## src/rtl/div_unit.sv

```systemverilog
// Multi-cycle RV32M divide/remainder unit (DIV, DIVU, REM, REMU), radix-2 restoring, one bit/clock.
// Define DIV_FAST_SPECIAL_EN to finish divide-by-zero and signed-overflow requests in one cycle.
module div_unit #(
    parameter int unsigned XLEN  = 32,
    parameter int unsigned CNT_W = 6
) (
    input  logic            i_clk,
    input  logic            i_reset,
    input  logic            i_start,
    input  logic [1:0]      i_div_op,
    input  logic [XLEN-1:0] i_op_a,
    input  logic [XLEN-1:0] i_op_b,
    output logic            o_ready,
    output logic            o_valid,
    output logic [XLEN-1:0] o_div_data
);

    typedef enum logic [1:0] {StIdle, StCalc, StDone} state_e;

    state_e            state_q, state_d;
    logic [1:0]        op_q;
    logic [XLEN-1:0]   a_q, div_q, rem_q, quo_q, data_q;
    logic              quo_neg_q, rem_neg_q, dz_q, ovf_q;
    logic [CNT_W-1:0]  cnt_q;

    logic              accept, is_signed, sign_a, sign_b, in_dz, in_ovf;
    logic [XLEN-1:0]   mag_a, mag_b;
    logic [XLEN:0]     rem_sh;
    logic [XLEN+1:0]   trial;
    logic              trial_ok, last_iter;
    logic [XLEN-1:0]   quo_res, rem_res, result;
    logic              unused_trial_bit;

    // Operand decode at the accept edge
    assign accept    = (state_q == StIdle) && i_start;
    assign is_signed = ~i_div_op[0];
    assign sign_a    = is_signed & i_op_a[XLEN-1];
    assign sign_b    = is_signed & i_op_b[XLEN-1];
    assign mag_a     = sign_a ? -i_op_a : i_op_a;
    assign mag_b     = sign_b ? -i_op_b : i_op_b;
    assign in_dz     = (i_op_b == '0);
    assign in_ovf    = is_signed && (i_op_a == {1'b1, {(XLEN-1){1'b0}}}) && (i_op_b == '1);

    // One restoring step; rem_sh never exceeds 2*divisor so 33 bits plus a sign bit suffice
    assign rem_sh           = {rem_q, quo_q[XLEN-1]};
    assign trial            = {1'b0, rem_sh} - {2'b00, div_q};
    assign trial_ok         = ~trial[XLEN+1];
    assign last_iter        = (cnt_q == CNT_W'(XLEN - 1));
    assign unused_trial_bit = trial[XLEN];

    always_comb begin
        quo_res = quo_neg_q ? -quo_q : quo_q;
        rem_res = rem_neg_q ? -rem_q : rem_q;
        if (dz_q) begin
            quo_res = '1;
            rem_res = a_q;
        end else if (ovf_q) begin
            quo_res = {1'b1, {(XLEN-1){1'b0}}};
            rem_res = '0;
        end
        result = op_q[1] ? rem_res : quo_res;
    end

    always_ff @(posedge i_clk) begin
        if (i_reset) begin
            state_q <= StIdle;
        end else begin
            state_q <= state_d;
        end
    end

    always_comb begin
        state_d = state_q;
        unique case (state_q)
            StIdle: begin
                if (i_start) begin
`ifdef DIV_FAST_SPECIAL_EN
                    state_d = (in_dz || in_ovf) ? StDone : StCalc;
`else
                    state_d = StCalc;
`endif
                end
            end
            StCalc:  if (last_iter) state_d = StDone;
            StDone:  state_d = StIdle;
            default: state_d = StIdle;
        endcase
    end

    always_comb begin
        o_ready    = (state_q == StIdle);
        o_valid    = (state_q == StDone);
        o_div_data = (state_q == StDone) ? result : data_q;
    end

    always_ff @(posedge i_clk) begin
        if (i_reset) begin
            op_q      <= '0;
            a_q       <= '0;
            div_q     <= '0;
            rem_q     <= '0;
            quo_q     <= '0;
            data_q    <= '0;
            quo_neg_q <= 1'b0;
            rem_neg_q <= 1'b0;
            dz_q      <= 1'b0;
            ovf_q     <= 1'b0;
            cnt_q     <= '0;
        end else begin
            if (accept) begin
                op_q      <= i_div_op;
                a_q       <= i_op_a;
                div_q     <= mag_b;
                rem_q     <= '0;
                quo_q     <= mag_a;
                quo_neg_q <= sign_a ^ sign_b;
                rem_neg_q <= sign_a;
                dz_q      <= in_dz;
                ovf_q     <= in_ovf;
                cnt_q     <= '0;
            end else if (state_q == StCalc) begin
                rem_q <= trial_ok ? trial[XLEN-1:0] : rem_sh[XLEN-1:0];
                quo_q <= {quo_q[XLEN-2:0], trial_ok};
                cnt_q <= cnt_q + 1'b1;
            end
            if (state_q == StDone) begin
                data_q <= result;
            end
        end
    end

endmodule

```

## config.mk

```make
export PLATFORM = sky130hd
export DESIGN_NAME = div_unit
export DESIGN_NICKNAME = d
export VERILOG_FILES = /design/src/rtl/div_unit.sv
export SDC_FILE = /design/constraint.sdc
export NUM_CORES = 1
export LEC_CHECK = 0
export CORE_MARGIN = 3
export CORE_UTILIZATION = 32
export CTS_CLUSTER_DIAMETER = 100
export DETAILED_ROUTE_END_ITERATION = 8
export PLACE_DENSITY = 0.5
export SYNTH_ARGS = -nofsm -noshare
export SYNTH_HDL_FRONTEND = slang
export SYNTH_SLANG_ARGS = --single-unit
```

## constraint.sdc

```tcl
create_clock -name i_clk -period 4.6 [get_ports i_clk]
set_input_delay 0.92 -clock i_clk [delete_from_list [all_inputs] [get_ports i_clk]]
set_output_delay 0.92 -clock i_clk [all_outputs]
set_load 0.005 [all_outputs]
```

==> reports/qor.txt <==
io pins: 103
slew margin rel.: 0.389
Worst Hold Launch: a_q[17]
Worst IR Drop VDD: 0.285 mV
area grow syn2layout: 19.6%
clock net sink count: 173
Req. time, crit path: 3680 ps
number of CTS-inserted buffers: 17
vias in the first global route: 11100
FF-to-FF setup slack: 1220 ps
Worst Path Arrival: 3570 ps
CTS max path bufs: 2
worst setup path class: reg -> out
Worst-Skew Late Latency: 450 ps
Syn Inst Count: 1617
die area: 39000 um^2
Global Route Usage Sum: 0.216
synth unique cells: 67
final setup margin: 107 ps
Antenna Cells: 0
initial antenna violation count: 2
Post-synth EDFFs: 0
hold depth: 2
CTS tree: yes
die height: 197 um
ys async rst share: 0
final core utilization: 0.392
multi-input combinational cell area: 7810 um^2
Ys Warns: 0
die extent in x: 197 um
Slew @ Worst Pin: 917 ps
Avg Cell Area, Syn: 7.26 um^2
CTS root buf: clkbuf_16
Crit Reg-Reg Startpoint: rem_q[26]
status: finished, final reports clean
fin crit share: 0.977
DR DRC count: 0
cell area after synthesis: 11700 um^2
maximum clock frequency: 223 MHz
detailed placement HPWL: 31900 um
Iteration-0 DRC Markers: 1008
Max-cap violations: 0
Post-layout nets: 1793
Via Count: 12000
Final Skew: 12.0 ps
Initial Utilization: 0.327
layout cells sized above 1: 0.0742
clk slew on worst S/H paths: 70 ps
CP max FO: 4
leak pwr: 5.11 nW
Seq/Total Area, Yosys: 0.295
syn_nets: 1725
count of state elements after synthesis: 173
row count: 69
Storage cell area: 3460 um^2
Final ANT Viol Nets: 0
core area: 35800 um^2
FF-to-FF path depth: 11
Setup WS pre-CTS: 159 ps
Post-synth top flop: dfxtp_1
final setup violating endpoints: 0
number of vias per cell: 5.54
count of final hold-check violations: 0
Hold Crit Endpoint: a_q[17]
setup TNS: 0 ps
GRT overflow: 0
worst flop-to-flop path endpoint: rem_q[21]
CTS H-tree depth: 4
RSZ-0062 raised after global routing: no
CP endpoint kind: primary output
largest net degree at the start of global routing: 73
global-route wire length before repair: 65800 um
port bufs: 102
minimum clock period after layout: 4490 ps
GPL Wtd Cong: 0.871
Max Slew Vio Count: 0
FILL cells: 3719
Post-Route WL: 42500 um
router iterations before antenna repair: 7
per-cell routed wire length: 19.7 um
PwrDens: 324 nW/um^2
CP startpoint kind: flop
hold crit path type: reg -> reg
[worst max-delay path by stage]
stage / startpoint / end / slack (ps) / cells after the start
global placement: rem_q[11] / o_div_data[30] / 160 / 9
global route: rem_q[11] / o_div_data[30] / 5 / 9
finish: rem_q[11] / o_div_data[24] / 110 / 8
CTS: quo_q[12] / o_div_data[29] / 2 / 9
floorplan: rem_q[11] / o_div_data[28] / 860 / 8
detailed placement: rem_q[11] / o_div_data[30] / 160 / 9
[synth_stat cells (14+ instances only)]
cell | count | area [um^2]
nand2_1 | 237 | 890
dfxtp_1 | 173 | 3460
a21oi_1 | 168 | 841
nor2_1 | 167 | 627
o21ai_0 | 114 | 571
clkbuf_1 | 99 | 372
xor2_1 | 65 | 569
xnor2_1 | 63 | 552
inv_1 | 52 | 195
a211oi_1 | 41 | 308
ha_1 | 38 | 475
nor2b_1 | 38 | 238
nor3_1 | 35 | 175
o31ai_1 | 23 | 173
a311oi_1 | 21 | 184
o22ai_1 | 19 | 119
a21o_1 | 18 | 135
nand3_1 | 18 | 90.1
nand4_1 | 18 | 113
nor4_1 | 16 | 100
a31oi_1 | 15 | 93.8
or3_1 | 15 | 93.8
nand2b_1 | 14 | 87.6
o41ai_1 | 14 | 123
[flip-flops by register name (all words and copies together), names as in the netlist, 2 cells and up]
signal and flops:
a_q 32, cnt_q 6, state_q 2, data_q 32, quo_q 32, rem_q 32, div_q 32
[placed cells by master, fill, tap and decap left out, drive strengths merged, types with 17 or more instances in the layout]
cell and n:
nand2 237, nor2b 39, clkdlybuf4s50 93, ha 38
a311oi 21, o22ai 19, dfxtp 173, nor3 35
o31ai 24, xor2 65, buf 55, nand3 18
a21oi 168, o21ai 115, clkbuf 23, xnor2 63
a21o 18, inv 56, nor4 17, a211oi 41
nand4 18, nor2 167
[cell type report]
class	count	area share
inverter	54	0.0144
tap	461	0.0411
clock buffer	21	0.0335
sequential	173	0.247
clock inverter	10	0.00580
multi-input combinational	1283	0.557
timing repair buffer	156	0.102
[worst max-delay path, stage by stage, from the launching register on]
cell and delay [ps]:
dfxtp_1 320, or4_4 550, or4_4 440, or4_4 460, o21ai_1 170, xor2_1 190, o221ai_1 210, mux2_2 340
clkdlybuf4s50_1 450
[layer usage]
metal | track usage | vias to the layer above | routed length, um
met2 | 0.314 | 332 | 18000
met5 | 0 | - | 0
met1 | 0.327 | 5668 | 21500
met4 | 0.0641 | 0 | 897
met3 | 0.0312 | 48 | 2200
li1 | - | 5903 | -
[cells by family after synthesis]
| logic type | count (synthesis) | share of synthesized area |
|---|---|---|
| and+or+nand+nor | 601 | 0.235 |
| AOI/OAI and AO/OA | 505 | 0.271 |
| DFF | 173 | 0.295 |
| buffers and inverters | 161 | 0.0519 |
| xor gates and xnor gates | 128 | 0.0956 |
| adders and majority gates | 39 | 0.0422 |
| muxes | 10 | 0.00874 |
[metrics by stage]
step / std cells / hold WS (ps) / power, mW / area, um^2
final: 2158 / 454 / 4.55 / 14000
after global routing: 2158 / 473 / 4.80 / 14000
after floorplan: 1617 / 432 / 2.65 / 11700
after CTS: 2157 / 454 / 4.55 / 14000
after detailed placement: 2125 / 444 / 3.12 / 13300
after global placement: 2125 / 440 / 3.11 / 13300
[power by group]
part	switching (mW)	internal, mW	leakage [nW]
clock network	0.678	0.740	0.261
logic	0.876	0.560	3.44
registers	0.104	1.59	1.42
total	1.66	2.89	5.11
[what timing repair did]
item | in CTS | in global routing
gates resized for setup | 20 | 20
setup buffers | 1 | 1
endpoints found under the setup margin | 10 | 11
pin swaps | 3 | 5
hold buffers | 0 | 0
(Power assumes the default switching activity.)
